File: src/rtl/minmax_tracker_pkg.sv
// Shared types for the frame min/max tracker: FSM state encoding, a
// width helper and the result-record layout of the default build.
package minmax_tracker_pkg;

    typedef enum logic [1:0] {
        IDLE  = 2'd0,
        ACCUM = 2'd1,
        DONE  = 2'd2
    } state_t;

    // Index/counter width for a frame length; never below one bit so a
    // single-sample frame still has a legal vector.
    function automatic int idx_width(input int frame_len);
        return (frame_len > 1) ? $clog2(frame_len) : 1;
    endfunction

    localparam int DEF_DATA_W    = 4;
    localparam int DEF_FRAME_LEN = 8;
    localparam int DEF_IDX_W     = idx_width(DEF_FRAME_LEN);
    localparam int DEF_CNT_W     = $clog2(DEF_FRAME_LEN + 1);

    // One per-frame result record at the default widths; instances built
    // with other parameters carry the same four fields at their own widths.
    typedef struct packed {
        logic [DEF_DATA_W-1:0] max_val;
        logic [DEF_DATA_W-1:0] min_val;
        logic [DEF_IDX_W-1:0]  max_idx;
        logic [DEF_CNT_W-1:0]  max_cnt;
    } result_t;

endpackage

File: src/rtl/minmax_tracker_mag_cmp.sv
// Unsigned magnitude comparator: exactly one of gt/eq/lt is high.
module mag_cmp #(
    parameter int DATA_W = 4
) (
    input  logic [DATA_W-1:0] i_a,
    input  logic [DATA_W-1:0] i_b,
    output logic              o_gt,
    output logic              o_eq,
    output logic              o_lt
);

    assign o_gt = (i_a >  i_b);
    assign o_eq = (i_a == i_b);
    assign o_lt = (i_a <  i_b);

endmodule

File: src/rtl/minmax_tracker.sv
// Frame min/max tracker: groups FRAME_LEN accepted samples into a frame,
// tracks max, min, first-max index and max multiplicity, and holds the
// record on a valid/ready output until it is taken.
module minmax_tracker
    import minmax_tracker_pkg::*;
#(
    parameter int DATA_W    = 4,
    parameter int FRAME_LEN = 8,
    parameter int IDX_W     = idx_width(FRAME_LEN),
    parameter int CNT_W     = $clog2(FRAME_LEN + 1)
) (
    input  logic              clk,
    input  logic              rst_n,
    input  logic              clr,
    input  logic              in_valid,
    output logic              in_ready,
    input  logic [DATA_W-1:0] in_data,
    output logic              out_valid,
    input  logic              out_ready,
    output logic [DATA_W-1:0] max_val,
    output logic [DATA_W-1:0] min_val,
    output logic [IDX_W-1:0]  max_idx,
    output logic [CNT_W-1:0]  max_cnt
);

    localparam logic [IDX_W-1:0] LAST_IDX = IDX_W'(FRAME_LEN - 1);

    state_t            r_state;
    state_t            w_state_nxt;
    logic [IDX_W-1:0]  r_cnt;
    logic [DATA_W-1:0] r_max;
    logic [DATA_W-1:0] r_min;
    logic [IDX_W-1:0]  r_max_idx;
    logic [CNT_W-1:0]  r_max_cnt;

    logic w_accept;
    logic w_last;
    logic w_max_gt, w_max_eq, w_max_lt;
    logic w_min_gt, w_min_eq, w_min_lt;

    // Max and min are compared independently in the same cycle.
    mag_cmp #(.DATA_W(DATA_W)) u_cmp_max (
        .i_a  (in_data),
        .i_b  (r_max),
        .o_gt (w_max_gt),
        .o_eq (w_max_eq),
        .o_lt (w_max_lt)
    );

    mag_cmp #(.DATA_W(DATA_W)) u_cmp_min (
        .i_a  (in_data),
        .i_b  (r_min),
        .o_gt (w_min_gt),
        .o_eq (w_min_eq),
        .o_lt (w_min_lt)
    );

    assign w_accept = in_valid & in_ready;
    assign w_last   = (r_cnt == LAST_IDX);

    // State register.
    // NOTE: sequential state uses non-blocking assignments so every flop
    // samples pre-edge values regardless of statement order.
    always_ff @(posedge clk or negedge rst_n) begin
        if (!rst_n) r_state <= IDLE;
        else        r_state <= w_state_nxt;
    end

    // Next-state and handshake outputs; clr overrides any handshake.
    // NOTE: every signal driven here gets a default first so no path leaves
    // it unassigned and no latch is inferred.
    always_comb begin
        w_state_nxt = r_state;
        in_ready    = 1'b0;
        out_valid   = 1'b0;
        unique case (r_state)
            IDLE: begin
                in_ready = 1'b1;
                if (w_accept) w_state_nxt = (FRAME_LEN == 1) ? DONE : ACCUM;
            end
            ACCUM: begin
                in_ready = 1'b1;
                if (w_accept && w_last) w_state_nxt = DONE;
            end
            DONE: begin
                out_valid = 1'b1;
                if (out_ready) w_state_nxt = IDLE;
            end
            default: w_state_nxt = IDLE;
        endcase
        if (clr) w_state_nxt = IDLE;
    end

    // Sample counter and tracking registers; counter returns to 0 whenever
    // the FSM heads back to IDLE, and holds on the last sample so it never wraps.
    always_ff @(posedge clk or negedge rst_n) begin
        if (!rst_n) begin
            r_cnt     <= '0;
            r_max     <= '0;
            r_min     <= '0;
            r_max_idx <= '0;
            r_max_cnt <= '0;
        end else if (clr) begin
            r_cnt <= '0;
        end else if (r_state == DONE) begin
            if (out_ready) r_cnt <= '0;
        end else if (w_accept) begin
            if (r_state == IDLE) begin
                r_max     <= in_data;
                r_min     <= in_data;
                r_max_idx <= '0;
                r_max_cnt <= CNT_W'(1);
                r_cnt     <= IDX_W'(1);
            end else begin
                unique case ({w_max_gt, w_max_eq, w_max_lt})
                    3'b100: begin
                        r_max     <= in_data;
                        r_max_idx <= r_cnt;
                        r_max_cnt <= CNT_W'(1);
                    end
                    3'b010:  r_max_cnt <= r_max_cnt + CNT_W'(1);
                    3'b001:  ;
                    default: ;
                endcase
                unique case ({w_min_gt, w_min_eq, w_min_lt})
                    3'b001:          r_min <= in_data;
                    3'b100, 3'b010:  ;
                    default:         ;
                endcase
                if (!w_last) r_cnt <= r_cnt + IDX_W'(1);
            end
        end
    end

    assign max_val = r_max;
    assign min_val = r_min;
    assign max_idx = r_max_idx;
    assign max_cnt = r_max_cnt;

endmodule

File: config.mk
export PLATFORM = sky130hd
export DESIGN_NAME = minmax_tracker
export DESIGN_NICKNAME = d
export VERILOG_FILES = /design/src/rtl/minmax_tracker_pkg.sv /design/src/rtl/minmax_tracker_mag_cmp.sv /design/src/rtl/minmax_tracker.sv
export SDC_FILE = /design/constraint.sdc
export NUM_CORES = 1
export LEC_CHECK = 0
export CORE_ASPECT_RATIO = 0.5
export CORE_MARGIN = 1.5
export CORE_UTILIZATION = 48
export CTS_CLUSTER_DIAMETER = 200
export CTS_CLUSTER_SIZE = 12
export DETAILED_ROUTE_END_ITERATION = 16
export HOLD_SLACK_MARGIN = 0.06
export PLACE_DENSITY = 0.8
export SLEW_MARGIN = 20
export SYNTH_ARGS = -nofsm -noshare
export SYNTH_HDL_FRONTEND = slang
export SYNTH_HIERARCHICAL = 1
export SYNTH_SLANG_ARGS = --single-unit
File: constraint.sdc
create_clock -name clk -period 3.1 [get_ports clk]
set_input_delay 0.31 -clock clk [delete_from_list [all_inputs] [get_ports clk]]
set_output_delay 0.31 -clock clk [all_outputs]
set_load 0.05 [all_outputs]
==> flow_metrics.env, run 1 <==
export IMPL_die_area_um2=2950
export IMPL_yosys_warnings=6
export IMPL_worstSkewPairLatency_ns=0.26
export IMPL_path_cells="clkdlybuf4s50_1 > ha_1 > nor2b_4 > o21bai_4 > and2_1 > or3b_2 > a21oi_1 > mux2_2"
export IMPL_io_buffers=25
export IMPL_critical_path_class="in -> reg"
export IMPL_fill_cells=198
export IMPL_area_delta_synth_final_pct=26.3
export IMPL_ys_seq_elements=20
export IMPL_syn_nets=135
export IMPL_synth_cell_types=37
export IMPL_worst_setup_path_end_kind="flop"
export IMPL_cp_start_kind="primary input"
export IMPL_p_seq_frac=0.353
export IMPL_start_util=0.536
export IMPL_drv_cap=0
export IMPL_syn_area_um2=1260
export IMPL_core_area_um2=2340
export IMPL_syn_inst=115
export IMPL_dr_total_vias=941
export IMPL_utilization=0.677
export IMPL_grt_pass1_wl_um=3970
export IMPL_worstPathMaxFanout=4
export IMPL_grt_usage=0.195
export IMPL_skew_ns=0.00398
export IMPL_nets=162
export IMPL_p_clk_frac=0.216
export IMPL_htree_levels=1
export IMPL_period_needed_ns=2.63
export IMPL_cp_buffers_inverters=1
export IMPL_hold_violations=0
export IMPL_clock_sinks=20
export IMPL_required_ns=3.24
export IMPL_worstHoldPathType="reg -> reg"
export IMPL_die_h_um=39.2
export IMPL_antenna_found_initial=0
export IMPL_grt_pass1_vias=888
export IMPL_crit_family="simple AND/OR/NAND/NOR gates"
export IMPL_tritoncts="yes"
export IMPL_clkSlewWorstSetupHoldPaths_ns=0.07
export IMPL_finalCritPeriodShare=0.848
export IMPL_cts_path_max_buffers=2
export IMPL_power_switching_uw=333
export IMPL_leakage_nw=0.730
export IMPL_synth_main_ff_cell="dfrtp_1"
export IMPL_intPower_uw=574
export IMPL_slowest_stage="clkdlybuf4s50_1"
export IMPL_slew_headroom=0.394
export IMPL_drtPass1Iterations=4
export IMPL_cts_setup_buffers=0
export IMPL_clockRootBuffer="clkbuf_8"
export IMPL_vias_per_cell=5.35
export IMPL_route_detailed_drc=0
export IMPL_tns_ns=0
export IMPL_synth_edf_count=0
export IMPL_num_rows=12
export IMPL_avgSynthCellArea_um2=10.9
export IMPL_routedWlPerCell_um=13.5
export IMPL_max_stage_delay_ns=0.48
export IMPL_yosysSeqAreaShare=0.398
export IMPL_drt_iter0_markers=30
export IMPL_grt_max_degree=21
export IMPL_die_w_um=75.3
export IMPL_cts_resized=0
export IMPL_rsz0062_at_grt="false"
export IMPL_async_reset_ff_frac=1.00
export IMPL_placed_cells=172
export IMPL_peakVddDrop_mv=0.233
export IMPL_n_antenna_cell=0
export IMPL_wl_um=2380
export IMPL_switching_share=0.367
export IMPL_ioPinCount=26
export IMPL_arrival_ns=2.77
export IMPL_postRouteAntennaNets=0
export IMPL_final_cells=176
export IMPL_worst_slew_pin_slew_ns=0.907
export IMPL_cts_buffers=3
export IMPL_place_hpwl_um=1820
export IMPL_slew_viol_final=0
export IMPL_p_per_area_nw_per_um2=572
export IMPL_gp_congestion=0.763
export IMPL_cts_hold_buffers=0
export IMPL_power_frac_comb=0.432
export IMPL_drive_gt1_frac=0.170
export IMPL_fmax_ghz=0.381
export IMPL_fin_hold_ws_ns=0.493
export IMPL_setup_viol=0
export IMPL_grt_overflow_total=0
export IMPL_status="finished, final reports clean"
worst register-to-register path: stages, from the launching register on:
cell and delay, ns:
dfrtp_1 0.36, inv_1 0.05, ha_1 0.28, nor2b_4 0.14, o21bai_4 0.11, and2_1 0.13
or3b_2 0.45, a21oi_1 0.41, mux2_2 0.40
logic make-up after synthesis:
kind of cell,Yosys count,share of synthesized area
AND/OR/NAND/NOR,35,0.180
flip-flops,20,0.398
AO/OA/AOI/OAI,19,0.134
buffers and inverters,15,0.0508
multiplexers,13,0.113
adder cells (fa/ha/maj),11,0.110
XOR/XNOR,2,0.0139
synthesized netlist by cell type, drive strengths merged (2+ instances only):
cell	number	area (µm²)
dfrtp	20	500
inv	12	45.0
ha	11	138
mux2	9	101
a21oi	6	37.5
nand2	6	22.5
nor2b	5	46.3
mux2i	4	40.0
nand4	4	25.0
a21bo	3	30.0
nor2	3	11.3
nor3b	3	22.5
a22o	2	18.8
and2	2	12.5
clkbuf	2	7.51
nand2b	2	12.5
nand3	2	10.0
o21ai	2	10.0
o21bai	2	37.5
or3b	2	17.5
xnor2	2	17.5
path summary, 6_finish.rpt:
| kind | start | end | slack [ns] | depth (start not counted) |
|---|---|---|---|---|
| max | in_data[1] | min_val[0] | 0.47 | 8 |
| min | max_idx[0] | max_idx[0] | 0.49 | 1 |
| max reg2reg | min_val[1] | min_val[0] | 0.65 | 8 |
| min reg2reg | max_idx[0] | max_idx[0] | 0.49 | 1 |
| max in group asynchronous | rst_n | max_idx[1] | 1.98 | 1 |
| min in group asynchronous | rst_n | r_state[0] | 0.56 | 1 |
routing by layer:
| metal | global-route usage | vias to the layer above | wire, µm |
|---|---|---|---|
| met5 | 0 | - | 0 |
| met4 | 0.0804 | 0 | 27 |
| met3 | 0.0469 | 2 | 96 |
| met2 | 0.329 | 18 | 1100 |
| met1 | 0.243 | 460 | 1160 |
| li1 | - | 461 | - |
cells in the final DEF, fill, tap and decap left out, types with 2 or more instances in the layout:
cell	netlist	final
a21bo_2	3	3
a21oi_1	4	4
a21oi_2	2	2
and2_1	2	2
clkbuf_8	0	4
clkdlybuf4s50_1	0	25
dfrtp_1	20	20
ha_1	11	11
inv_1	12	12
mux2_2	9	9
mux2i_1	4	4
nand2_1	6	6
nand2b_1	2	2
nand3_1	2	2
nand4_1	4	4
nor2_1	3	3
nor2b_1	3	3
nor2b_4	2	2
nor3b_1	3	3
o21bai_4	2	2
xnor2_1	2	2
stage by stage:
stage	setup slack (ns)	total power [mW]	area (µm²)
finish	0.472	0.907	1590
global route	0.333	0.969	1590
CTS	0.464	0.919	1590
detailed placement	0.188	0.717	1530
global placement	0.189	0.708	1530
floorplan	0.540	0.605	1260
cell type report:
type	count	area (µm²)	share of cell area
clock buffer	4	55.1	0.0347
inverter	12	45.0	0.0284
multi-input combinational	80	692	0.436
sequential	20	500	0.315
tap	35	43.8	0.0276
timing repair buffer	25	250	0.158
power groups by stage:
stage	sequential, mW	clock [mW]	combinational (mW)
after global routing	0.325	0.221	0.422
after floorplan	0.424	0	0.180
after CTS	0.320	0.203	0.396
after detailed placement	0.325	0	0.392
after global placement	0.326	0	0.383
final	0.320	0.196	0.392
registers in the layout, indices dropped and copies added, names as in the netlist:
register and count:
r_state 2, r_cnt 3, max_cnt 4, max_idx 3
max_val 4, min_val 4
Note: power is estimated with default switching activity, not from simulation.
==> run 2: changes to the inputs <==
==> constraint.sdc (replaced) <==
create_clock -name clk -period 2.55 [get_ports clk]
set_input_delay 0.255 -clock clk [delete_from_list [all_inputs] [get_ports clk]]
set_output_delay 0.255 -clock clk [all_outputs]
set_load 0.05 [all_outputs]
==> flow_metrics.env, run 2 (synthesis gave the netlist of run 1 again) <==
export IMPL_grt_max_degree=21
export IMPL_tritoncts="yes"
export IMPL_die_w_um=75.3
export IMPL_p_per_area_nw_per_um2=673
export IMPL_dr_total_vias=979
export IMPL_worstSkewPairLatency_ns=0.26
export IMPL_slew_headroom=0.598
export IMPL_drv_cap=0
export IMPL_busiest_layer="met2"
export IMPL_cts_path_max_buffers=2
export IMPL_cts_setup_buffers=0
export IMPL_core_area_um2=2340
export IMPL_finalCritPeriodShare=0.929
export IMPL_regToRegSetupSlack_ns=0.29
export IMPL_worstHoldPathType="in -> async"
export IMPL_clock_sinks=20
export IMPL_slowest_stage="o21ai_1"
export IMPL_cp_start_kind="primary input"
export IMPL_cts_resized=0
export IMPL_num_rows=12
export IMPL_worst_setup_path_end_kind="flop"
export IMPL_utilization=0.702
export IMPL_fmax_ghz=0.422
export IMPL_leakage_nw=0.768
export IMPL_grt_overflow_total=0
export IMPL_drt_iter0_markers=27
export IMPL_arrival_ns=2.52
export IMPL_grt_pass1_vias=860
export IMPL_required_ns=2.70
export IMPL_routedWlPerCell_um=12.6
export IMPL_worstPathMaxFanout=7
export IMPL_path_cells="clkdlybuf4s50_1 > buf_4 > ha_1 > nor2b_4 > o21bai_4 > and2_1 > nor3b_1 > o21ai_1 > mux2_2"
export IMPL_setup_viol=0
export IMPL_grt_pass1_wl_um=3920
export IMPL_cts_buffers=3
export IMPL_period_needed_ns=2.37
export IMPL_n_antenna_cell=0
export IMPL_vias_per_cell=5.29
export IMPL_postRouteAntennaNets=0
export IMPL_antenna_found_initial=0
export IMPL_met3_usage=0.0469
export IMPL_nets=171
export IMPL_clockRootBuffer="clkbuf_8"
export IMPL_route_detailed_drc=0
export IMPL_start_util=0.536
export IMPL_die_h_um=39.2
export IMPL_clkSlewWorstSetupHoldPaths_ns=0.07
export IMPL_use_met2=0.322
export IMPL_drive_gt1_frac=0.220
export IMPL_htree_levels=1
export IMPL_mostFrequentLayoutCell="clkdlybuf4s50_1"
export IMPL_hold_violations=0
export IMPL_status="finished, final reports clean"
export IMPL_cts_hold_buffers=0
export IMPL_use_met1=0.236
export IMPL_final_cells=185
export IMPL_place_hpwl_um=1830
export IMPL_area_delta_synth_final_pct=31.0
export IMPL_slew_viol_final=0
export IMPL_max_stage_delay_ns=0.49
export IMPL_ioPinCount=26
export IMPL_grt_usage=0.187
export IMPL_final_cell_mix="clkdlybuf4s50_1 (25), dfrtp_1 (19), inv_1 (12)"
export IMPL_critical_path_class="in -> reg"
export IMPL_peakVddDrop_mv=0.299
export IMPL_cp_buffers_inverters=2
export IMPL_crit_family="compound AO/OA/AOI/OAI gates"
export IMPL_worst_slew_pin_slew_ns=0.599
export IMPL_skew_ns=0.00842
export IMPL_io_buffers=25
export IMPL_rsz0062_at_grt="false"
export IMPL_wl_um=2330
export IMPL_die_area_um2=2950
export IMPL_gp_congestion=0.769
export IMPL_placed_cells=181
export IMPL_drtPass1Iterations=4
-- run 2: changes by cell type in the layout (fill, tap and decap cells not counted), sizes merged --
| cell | previous run | this run |
|---|---|---|
| buf | 0 | 9 |
-- run 2: final cells by class --
cell class / count / area (µm²)
fill: 177 / 697
sequential: 20 / 502
tap: 35 / 43.8
multi-input combinational: 80 / 692
inverter: 12 / 45.0
clock buffer: 4 / 45.0
timing repair buffer: 34 / 318
-- run 2: power breakdown --
part / switching [mW] / internal [mW] / total (mW)
clock network: 0.0985 / 0.111 / 0.210
logic: 0.276 / 0.232 / 0.508
registers: 0.0311 / 0.358 / 0.389
-- run 2: stage by stage --
step	TNS [ns]	hold WS (ns)	cell area (µm²)	worst slack, ns	total power [mW]
2_1_floorplan	0	-0.0406	1260	0.0138	0.736
6_report	0	0.334	1650	0.180	1.11
4_1_cts	0	0.337	1650	0.207	1.12
3_5_place_dp	-0.308	0.475	1600	-0.0491	0.904
5_1_grt	0	0.360	1650	0.0683	1.17
3_3_place_gp	-0.0463	0.480	1600	-0.0124	0.893
-- run 2: per-layer routing --
metal	share of wire	up-vias
met5	0	-
met4	0.0081	0
met3	0.052	2
met2	0.48	29
met1	0.46	468
li1	-	480
-- run 2: worst paths after layout --
check | to | depth (start not counted) | startpoint
worst max-delay path | max_val[2] | 9 | in_data[1]
worst min-delay path | r_state[1] | 2 | rst_n
worst max register to register | min_val[1] | 8 | min_val[3]
worst min register to register | max_idx[2] | 1 | max_idx[2]
max in group asynchronous | min_val[1] | 2 | rst_n
min in group clk | max_idx[2] | 1 | max_idx[2]
==> run 3: changes to the inputs <==
--- a/config.mk
+++ b/config.mk
@@ -13,6 +13,7 @@
 export DETAILED_ROUTE_END_ITERATION = 16
 export HOLD_SLACK_MARGIN = 0.06
 export PLACE_DENSITY = 0.8
+export SETUP_SLACK_MARGIN = 0.15
 export SLEW_MARGIN = 20
 export SYNTH_ARGS = -nofsm -noshare
 export SYNTH_HDL_FRONTEND = slang
==> flow_metrics.env, run 3 (synthesis gave the netlist of run 1 again) <==
export IMPL_grt_max_degree=13
export IMPL_rsz0062_at_grt="true"
export IMPL_hold_violations=0
export IMPL_power_frac_comb=0.425
export IMPL_vias_per_cell=5.26
export IMPL_grt_pass1_vias=994
export IMPL_status="finished, final reports clean"
export IMPL_switching_share=0.349
export IMPL_n_antenna_cell=0
export IMPL_cp_buffers_inverters=1
export IMPL_p_per_area_nw_per_um2=728
export IMPL_clkSlewWorstSetupHoldPaths_ns=0.08
export IMPL_critical_path_class="in -> reg"
export IMPL_area_delta_synth_final_pct=35.4
export IMPL_io_buffers=25
export IMPL_drtPass1Iterations=4
export IMPL_place_hpwl_um=2000
export IMPL_die_h_um=39.2
export IMPL_power_total_mw=1.24
export IMPL_finalCritPeriodShare=0.915
export IMPL_wl_um=2620
export IMPL_drive_gt1_frac=0.265
export IMPL_fmax_ghz=0.429
export IMPL_routedWlPerCell_um=14.1
export IMPL_htree_levels=1
export IMPL_placed_cells=182
export IMPL_postRouteAntennaNets=0
export IMPL_dr_total_vias=978
export IMPL_arrival_ns=2.49
export IMPL_drt_iter0_markers=25
export IMPL_leakage_nw=0.785
export IMPL_required_ns=2.70
export IMPL_worstPathMaxFanout=4
export IMPL_die_area_um2=2950
export IMPL_nets=172
export IMPL_antenna_found_initial=0
export IMPL_worstHoldPathType="in -> async"
export IMPL_grt_pass1_wl_um=4290
export IMPL_start_util=0.536
export IMPL_crit_family="simple AND/OR/NAND/NOR gates"
export IMPL_setup_viol=0
export IMPL_grt_overflow_total=0
export IMPL_route_detailed_drc=0
export IMPL_drv_cap=0
export IMPL_cts_setup_buffers=0
export IMPL_intPower_uw=806
export IMPL_core_area_um2=2340
export IMPL_p_clk_frac=0.258
export IMPL_cp_start_kind="primary input"
export IMPL_skew_ns=0.00649
export IMPL_die_w_um=75.3
export IMPL_slew_viol_final=0
export IMPL_p_seq_frac=0.317
export IMPL_clockRootBuffer="clkbuf_8"
export IMPL_clock_sinks=20
export IMPL_cts_path_max_buffers=2
export IMPL_worst_slew_pin_slew_ns=0.563
export IMPL_fin_area_um2=1700
export IMPL_period_needed_ns=2.33
export IMPL_gp_congestion=0.793
export IMPL_slowest_stage="or3b_2"
export IMPL_num_rows=12
export IMPL_final_cell_mix="clkdlybuf4s50_1 (25), dfrtp_1 (17), inv_1 (12)"
export IMPL_max_stage_delay_ns=0.49
export IMPL_ioPinCount=26
export IMPL_placed_cell_area_um2=1610
export IMPL_mostFrequentLayoutCell="clkdlybuf4s50_1"
export IMPL_tritoncts="yes"
export IMPL_worstSkewPairLatency_ns=0.26
export IMPL_final_cells=186
export IMPL_grt_usage=0.204
export IMPL_power_switching_uw=432
export IMPL_path_cells="clkdlybuf4s50_1 > ha_1 > nor2b_4 > o21bai_4 > and2_1 > or3b_2 > a21oi_4 > mux2_2"
export IMPL_peakVddDrop_mv=0.490
export IMPL_slew_headroom=0.624
export IMPL_cts_buffers=3
export IMPL_worst_setup_path_end_kind="flop"
==> run 3: changes by cell type in the layout (fill, tap and decap cells not counted) <==
cell / before / now
a21oi_4: 0 / 1
o21ai_1: 1 / 0
dfrtp_1: 19 / 17
dfrtp_2: 1 / 3
bufinv_16: 0 / 1
clkbuf_1: 1 / 0
buf_4: 9 / 10
a21oi_2: 2 / 3
o21ai_2: 0 / 1
a21oi_1: 4 / 2
==> run 3: path summary, 6_finish.rpt <==
check	from	end	slack [ns]	cells after the start
worst max-delay path	in_data[1]	min_val[1]	0.22	8
worst min-delay path	rst_n	max_val[0]	0.35	1
worst max register to register	min_val[3]	min_val[1]	0.30	8
worst min register to register	max_idx[1]	max_idx[1]	0.49	1
max in group asynchronous	rst_n	min_val[1]	1.63	2
min in group clk	max_idx[1]	max_idx[1]	0.49	1
==> run 3: repair_timing <==
action	in CTS	in global routing
endpoints found under the setup margin	0	10
hold buffers	0	0
endpoints found under the hold margin	0	0
resized for setup	0	3
==> run 3: metrics by stage <==
stage	util	hold WS, ns	TNS, ns	worst slack (ns)
3_3_place_gp	0.689	0.472	-0.223	-0.0564
5_1_grt	0.726	0.361	0	0.140
6_report	0.726	0.350	0	0.218
2_1_floorplan	-	-0.0406	0	0.164
4_1_cts	0.720	0.359	0	0.162
3_5_place_dp	0.689	0.480	-0.648	-0.120
==> run 3: per-layer routing <==
layer | global-route usage | part of all wire | up-vias
li1 | - | - | 481
met1 | 0.245 | 0.47 | 482
met2 | 0.375 | 0.50 | 13
met3 | 0.0469 | 0.023 | 2
met4 | 0.0536 | 0.0065 | 0
met5 | 0 | 0 | -
==> run 3: area by class of cell <==
cell class,instances,area (µm²)
inverter,12,45.0
tap,35,43.8
timing repair buffer,35,325
clock buffer,3,41.3
sequential,20,504
clock inverter,1,30.0
multi-input combinational,80,711
fill,178,642
==> run 3: power groups by stage <==
| stage | clock, mW | combinational [mW] | sequential (mW) |
|---|---|---|---|
| after floorplan | 0 | 0.221 | 0.519 |
| after global placement | 0 | 0.501 | 0.396 |
| after detailed placement | 0 | 0.516 | 0.399 |
| after CTS | 0.327 | 0.520 | 0.392 |
| after global routing | 0.342 | 0.567 | 0.400 |
| final | 0.319 | 0.526 | 0.393 |
